**src/rtl/sequence_judge.sv**
```systemverilog
// sequence_judge: two-player record/replay judge with on-chip sequence storage.
// Ports: clock/resetn (async active-low); start/next/done single-cycle strobes;
// value_in code from the current player; state (0 IDLE,1 P1,2 P2,3 RESULT);
// seq_len recorded length; index write/read pointer; full when P1 storage is exhausted;
// hits/misses player-2 score; result_valid/correct round verdict; last_value
// most recently written or compared stored entry.
module sequence_judge #(
    parameter int WIDTH = 10,
    parameter int DEPTH = 16,
    parameter bit STRICT = 1'b0,
    localparam int CW = $clog2(DEPTH + 1)
) (
    input  logic             clock,
    input  logic             resetn,
    input  logic             start,
    input  logic             next,
    input  logic             done,
    input  logic [WIDTH-1:0] value_in,
    output logic [1:0]       state,
    output logic [CW-1:0]    seq_len,
    output logic [CW-1:0]    index,
    output logic             full,
    output logic [CW-1:0]    hits,
    output logic [CW-1:0]    misses,
    output logic             result_valid,
    output logic             correct,
    output logic [WIDTH-1:0] last_value
);
    localparam int AW = $clog2(DEPTH);
    localparam logic [CW-1:0] DEPTH_C = CW'(DEPTH);
    localparam logic [CW-1:0] ONE = CW'(1);
    typedef enum logic [1:0] {IDLE, P1_ENTRY, P2_ENTRY, RESULT} state_t;
    state_t state_q, state_d;
    logic [CW-1:0] seq_len_q, seq_len_d, index_q, index_d, hits_q, hits_d, misses_q, misses_d;
    logic [WIDTH-1:0] last_value_q, last_value_d;
    logic full_q, full_d, result_valid_q, result_valid_d, correct_q, correct_d;
    logic [WIDTH-1:0] mem_q [DEPTH];
    logic [WIDTH-1:0] rd_value;
    logic mem_we, hit, finish;
    assign rd_value = mem_q[index_q[AW-1:0]];
    always_comb begin
        state_d = state_q;
        seq_len_d = seq_len_q;
        index_d = index_q;
        hits_d = hits_q;
        misses_d = misses_q;
        last_value_d = last_value_q;
        mem_we = 1'b0;
        hit = value_in == rd_value;
        finish = 1'b0;
        case (state_q)
            IDLE, RESULT: begin
                if (start) begin
                    state_d = P1_ENTRY;
                    seq_len_d = '0;
                    index_d = '0;
                    hits_d = '0;
                    misses_d = '0;
                end
            end
            P1_ENTRY: begin
                mem_we = next && (seq_len_q < DEPTH_C);
                if (mem_we) begin
                    seq_len_d = seq_len_q + ONE;
                    index_d = index_q + ONE;
                    last_value_d = value_in;
                end
                // done is qualified on the post-write length so next+done on an empty record still advances
                if (done && seq_len_d != '0) begin
                    state_d = P2_ENTRY;
                    index_d = '0;
                end
            end
            P2_ENTRY: begin
                if (next) begin
                    hits_d = hits_q + CW'(hit);
                    misses_d = misses_q + CW'(!hit);
                    last_value_d = rd_value;
                    index_d = index_q + ONE;
                    finish = (index_d == seq_len_q) || (STRICT && !hit);
                end
                // every unplayed entry is charged as a miss exactly once when the round closes
                if (done || finish) begin
                    misses_d = misses_d + (seq_len_q - index_d);
                    state_d = RESULT;
                end
            end
        endcase
        full_d = (state_d == P1_ENTRY) && (seq_len_d == DEPTH_C);
        result_valid_d = state_d == RESULT;
        correct_d = result_valid_d && (hits_d == seq_len_d) && (seq_len_d != '0);
    end
    always_ff @(posedge clock or negedge resetn) begin
        if (!resetn) begin
            state_q <= IDLE;
            seq_len_q <= '0;
            index_q <= '0;
            hits_q <= '0;
            misses_q <= '0;
            last_value_q <= '0;
            full_q <= 1'b0;
            result_valid_q <= 1'b0;
            correct_q <= 1'b0;
        end else begin
            state_q <= state_d;
            seq_len_q <= seq_len_d;
            index_q <= index_d;
            hits_q <= hits_d;
            misses_q <= misses_d;
            last_value_q <= last_value_d;
            full_q <= full_d;
            result_valid_q <= result_valid_d;
            correct_q <= correct_d;
        end
    end
    always_ff @(posedge clock) begin
        if (mem_we) mem_q[index_q[AW-1:0]] <= value_in;
    end
    assign state = state_q;
    assign seq_len = seq_len_q;
    assign index = index_q;
    assign full = full_q;
    assign hits = hits_q;
    assign misses = misses_q;
    assign result_valid = result_valid_q;
    assign correct = correct_q;
    assign last_value = last_value_q;
endmodule

```
**config.mk**
```make
export PLATFORM = sky130hd
export DESIGN_NAME = sequence_judge
export DESIGN_NICKNAME = d
export VERILOG_FILES = /design/src/rtl/sequence_judge.sv
export SDC_FILE = /design/constraint.sdc
export NUM_CORES = 1
export LEC_CHECK = 0
export CORE_UTILIZATION = 50
export DETAILED_ROUTE_END_ITERATION = 16
export PLACE_DENSITY = 0.71
export REMOVE_ABC_BUFFERS = 1
export SLEW_MARGIN = 10
export SYNTH_ARGS = -nofsm -noshare
export SYNTH_HDL_FRONTEND = slang
export SYNTH_SLANG_ARGS = --single-unit
```
**constraint.sdc**
```tcl
create_clock -name clock -period 12.18 [get_ports clock]
set_clock_uncertainty 0.1 [all_clocks]
set_input_delay 3.654 -clock clock [delete_from_list [all_inputs] [get_ports clock]]
set_output_delay 3.654 -clock clock [all_outputs]
set_load 0.05 [all_outputs]
```
== Word level (Yosys, flattened, before mapping) ==
Memories as Yosys holds them, arrays and structs flattened.
Cells that the tools add are included.
Cells by class
  order comparisons: 1
  $add $sub $neg: 6
  equality and inequality tests: 13
  reduce and logical (&&, ||, !) cells: 16
  muxes and demuxes: 29
Operators by type and width (count)
  5-bit two-way mux: 13
  5-bit one-hot mux with 2 select lines: 3
  10-bit two-way mux: 2
  10-bit one-hot mux with 2 select lines: 1
  5-bit one-hot mux with 3 select lines: 1
  5-bit by 1-bit adder with 5-bit output: 2
  5-bit by 1-bit adder with 5-bit output, second input constant: 2
  10-bit equality test: 1
  5-bit equality test: 2
  5-bit nonzero test: 2
  2-bit equality test, second input constant: 3
  2-bit two-way mux: 3
  2-bit != test, second input constant: 3
  2-bit one-hot mux with 3 select lines: 1
  5-bit adder: 1
  5-bit equality test, second input constant: 1
  1-bit logical AND: 5
  5-bit less-than comparator, second input constant: 1
  1-bit two-way mux: 5
  5-bit subtractor: 1
  2-bit by 1-bit equality test with 1-bit output, second input constant: 2
  2-bit AND reduction: 2
  2-bit nonzero test: 2
  3-bit != test, second input constant: 1
  5 further kinds: 5
Storage, ports and cells
  memories kept: 1
  bits of input ports: 15
  output and inout bits: 35
  register bits after elaboration: 35
  logic and storage cells: 75
  RAM bits: 160
Memories
  mem_q: depth 16, bits a word 10, rd ports 1, clocked after memory_dff 0, write ports 1, RTL line 37  | logic [WIDTH-1:0] mem_q [DEPTH];

== Depth between registers and ports, before layout ==
  depth after elaboration: 11
  depth in mapped cells: 22

== Worst setup path before layout ==
OpenSTA, ideal clock, no wires.
  path type: input to register
  start: in value_in[5]
  end: reg misses_q[4] (netlist: misses[4])
  setup time: 0.087 ns
  buffers on the path: 0
  slack: 4.808 ns
  data arrival time: 7.185 ns
  data required time: 11.993 ns
  stages: 15
  cells stage by stage: xor2_1 nor4_1 nand4_1 ha_1 ha_1 mux2_2 fa_1 inv_1 fa_1 nand2b_1 a21oi_1 xnor3_1 or3_1 and2_1 o211ai_1
On the way
  cells in the longest elaborated chain, start to end: 8
Ends and longest elaborated chain
  start: declaration: RTL line 18  | input logic [WIDTH-1:0] value_in,
  10-bit equality test (*): RTL line 49  | hit = value_in == rd_value;
  1-bit zero test (*): RTL line 77  | misses_d = misses_q + CW'(!hit);
  5-bit by 1-bit adder with 5-bit output (*): RTL line 77
  5-bit two-way mux (*): RTL line 75  | if (next) begin
  5-bit two-way mux (*): RTL line 51  | case (state_q)
  5-bit adder: RTL line 84  | misses_d = misses_d + (seq_len_q - index_d);
  5-bit two-way mux (*): RTL line 83  | if (done || finish) begin
  5-bit one-hot mux with 2 select lines (*): RTL line 51
  end signal: assignment: RTL line 109  | misses_q <= misses_d;
  end: declaration: RTL line 34  | logic [CW-1:0] seq_len_q, seq_len_d, index_q, index_d, hits_q, hits_d, misses_q, misses_d;
Mark *: on every way between the ends. The rest lies on a longest branch, timed or not. The select of a mux whose other input is x is not followed.
A chain may end at the register's enable or synchronous reset.

== Worst setup path after layout ==
Ends and elaborated chain as after synthesis.

==> impl_metrics.env <==
export IMPL_hp_class="register to register"
export IMPL_track_usage=0.2362
export IMPL_ys_ff_latch=195
export IMPL_hold_violations=0
export IMPL_fmax_mhz=119.3
export IMPL_drcViolationCount=0
export IMPL_worst_ep_arrival_time_ns=8.64
export IMPL_ir_worst_vdd_uv=134.4
export IMPL_io_buffer_count=49
export IMPL_critical_path_startpoint_type="primary input"
export IMPL_drtIter0Drc=430
export IMPL_crit_fanout=18
export IMPL_hold_buffers=0
export IMPL_initial_core_util=0.5153
export IMPL_wl_per_cell_um=22.92
export IMPL_antennaDiodeCount=0
export IMPL_yosysSeqAreaShare=0.6351
export IMPL_p_leak_uw=0.003651
export IMPL_nets=659
export IMPL_drtPass1Iterations=5
export IMPL_hpwl_um=12690
export IMPL_fp_dieW_um=135.7
export IMPL_drv_cap=0
export IMPL_grt_use_met2=0.3804
export IMPL_drt_wl_total_um=19750
export IMPL_cts_setup_buffers=0
export IMPL_power_per_cell_area_mw_per_mm2=207.9
export IMPL_synthesis_area_mm2=0.008944
export IMPL_totalNegativeSetupSlack_ns=0
export IMPL_yosysWarnings=0
export IMPL_post_cts_resized=0
export IMPL_grt_pass1_vias=5225
export IMPL_relSlewSlack=0.2188
export IMPL_htreeDepth=4
export IMPL_die_area_mm2=0.01843
export IMPL_crit_type="primary input to register"
export IMPL_num_rows=48
export IMPL_final_layout_size_suffix_gt1_frac=0.1429
export IMPL_synth_edf_count=160
export IMPL_core_region_area_mm2=0.01736
export IMPL_antenna_found_initial=0
export IMPL_synth_avg_cell_area_um2=15.83
export IMPL_netlist_top_cell_by_area="edfxtp_1"
export IMPL_fin_crit_ns=8.380
export IMPL_end_kind="register"
export IMPL_die_h_um=135.7
export IMPL_ys_flop_type="edfxtp_1"
export IMPL_cts_sinks=195
export IMPL_async_flop_share=0.1795
export IMPL_ant_nets=0
export IMPL_yosys_area_top_type_share=0.5372
export IMPL_vias=5179
export IMPL_met3_usage=0.04489
export IMPL_pin_count=50
export IMPL_synth_area_leaders="edfxtp_1, dfrtp_1, mux4_2"
export IMPL_finalCritPeriodShare=0.6880
export IMPL_synth_most_common_cell="edfxtp_1"
export IMPL_grt_max_degree=45
export IMPL_netlist_instances=565
export IMPL_clock_latency_ns=0.43
export IMPL_worstPathRequired_ns=12.44
export IMPL_grt_overflow=0
export IMPL_cts_tree="done"
export IMPL_whs_ns=0.3854
export IMPL_cts_root_buf="clkbuf_16"
export IMPL_worst_pin_slew_ns=1.163
export IMPL_netlist_cell_type_count=58
export IMPL_rsz0062_at_grt="no"
export IMPL_syn_to_final_growth_pct=14.82
export IMPL_clk_pin_slew_worst_paths_ns=0.07
export IMPL_gp_congestion=0.8653
export IMPL_viasPerCell=6.008
export IMPL_met1_usage=0.3206
export IMPL_slew_violations=0
export IMPL_top_usage_layer="met2"
export IMPL_grt_pass1_wl_um=30860
export IMPL_cts_buffers=17
export IMPL_setup_viol=0
export IMPL_outcome="completed"
export IMPL_ys_top_cells_by_count="edfxtp_1, dfrtp_1, mux2i_1, nor2_1, nand2_1"
export IMPL_clk_path_buf_depth=2
-- critical path, stage by stage --
cell and delay, ns:
clkdlybuf4s50_1 0.70, xor2_1 0.28, nor4_1 0.55, nand4_1 0.23, ha_1 0.27, ha_1 0.27
mux2_2 0.29, fa_1 0.51, inv_1 0.07, fa_1 0.45, nand2b_1 0.16, a21oi_1 0.17
xnor3_1 0.35, or3_1 0.34, and2_1 0.17, o211ai_1 0.16
-- state kept, by name (all words and copies together) (netlist names), 2 cells and up --
| signal | flops |
|---|---|
| index | 5 |
| seq_len | 5 |
| last_value | 10 |
| mem_q | 160 |
| hits | 5 |
| state | 2 |
| misses | 5 |
-- cells in the final DEF, fill, tap and decap left out, types with 3 or more instances in the layout --
| cell | count |
|---|---|
| inv_1 | 15 |
| mux2i_1 | 34 |
| nor2_1 | 34 |
| buf_4 | 22 |
| xnor2_1 | 21 |
| o211ai_1 | 3 |
| dfrtp_1 | 33 |
| xor2_1 | 10 |
| nor4_1 | 5 |
| o22ai_1 | 3 |
| ha_1 | 16 |
| clkdlybuf4s50_1 | 48 |
| and3_1 | 3 |
| clkbuf_1 | 4 |
| clkbuf_16 | 17 |
| o21a_1 | 3 |
| nand3_1 | 6 |
| mux4_2 | 29 |
| mux2_2 | 4 |
| o21ai_0 | 20 |
| fa_1 | 4 |
| clkinv_2 | 4 |
| edfxtp_1 | 160 |
| a21oi_1 | 20 |
| nor2b_1 | 4 |
| o2bb2ai_1 | 7 |
| nand2b_1 | 3 |
| mux4_1 | 13 |
| nand4_1 | 8 |
| nor3_1 | 7 |
| inv_6 | 3 |
| nand2_1 | 30 |
-- cell families (layout without fill, tap and decap cells) --
group / after synthesis / count (layout) / synth area share
AOI/OAI and AO/OA: 74 / 74 / 0.05316
xor gates and xnor gates: 33 / 33 / 0.03539
adders and majority gates: 20 / 20 / 0.03134
buffers and inverters: 49 / 121 / 0.02714
DFF: 195 / 195 / 0.6351
muxes: 81 / 81 / 0.1560
and+or+nand+nor: 113 / 113 / 0.06184
-- cell type report --
| cell class | count | area [um^2] |
|---|---|---|
| fill | 1311 | 7088 |
| tap | 225 | 281.5 |
| clock buffer | 21 | 440.4 |
| sequential | 195 | 5683 |
| multi-input combinational | 321 | 3020 |
| timing repair buffer | 71 | 650.6 |
| inverter | 18 | 67.56 |
| clock inverter | 11 | 125.1 |
-- metrics by stage --
stage	area [um^2]	setup WS [ns]	power (uW)	util	cells
2_1_floorplan	8768	4.806	1386	-	534
5_1_grt	10270	3.536	2239	0.5916	862
3_5_place_dp	9703	3.306	1602	0.5590	830
3_3_place_gp	9703	3.491	1586	0.5590	830
6_report	10270	3.800	2135	0.5916	862
4_1_cts	10270	3.771	2144	0.5916	862
-- power by group --
group          switching [uW]  leakage (uW)  internal [uW]  total [uW]
Combinational             428       0.00147            324         751
Clock                     243      0.000278            304         547
Sequential               69.9       0.00191            767         837
Total                     740       0.00365           1390        2130
-- layer usage --
layer	vias to the layer above	wire, um
li1	2316	-
met1	2647	8356
met2	181	9666
met3	35	1285
met4	0	445
met5	-	0
-- final timing paths --
kind,depth (start not counted),end,start,slack (ns)
min in group asynchronous,1,misses[0],resetn,3.23
worst min-delay path,2,last_value[9],last_value[9],0.39
worst max register to register,18,misses[4],index[0],5.80
worst max-delay path,16,misses[4],value_in[5],3.80
max in group asynchronous,1,index[1],resetn,8.15
worst min register to register,2,last_value[9],last_value[9],0.39
Note: power is estimated with default switching activity, not from simulation.
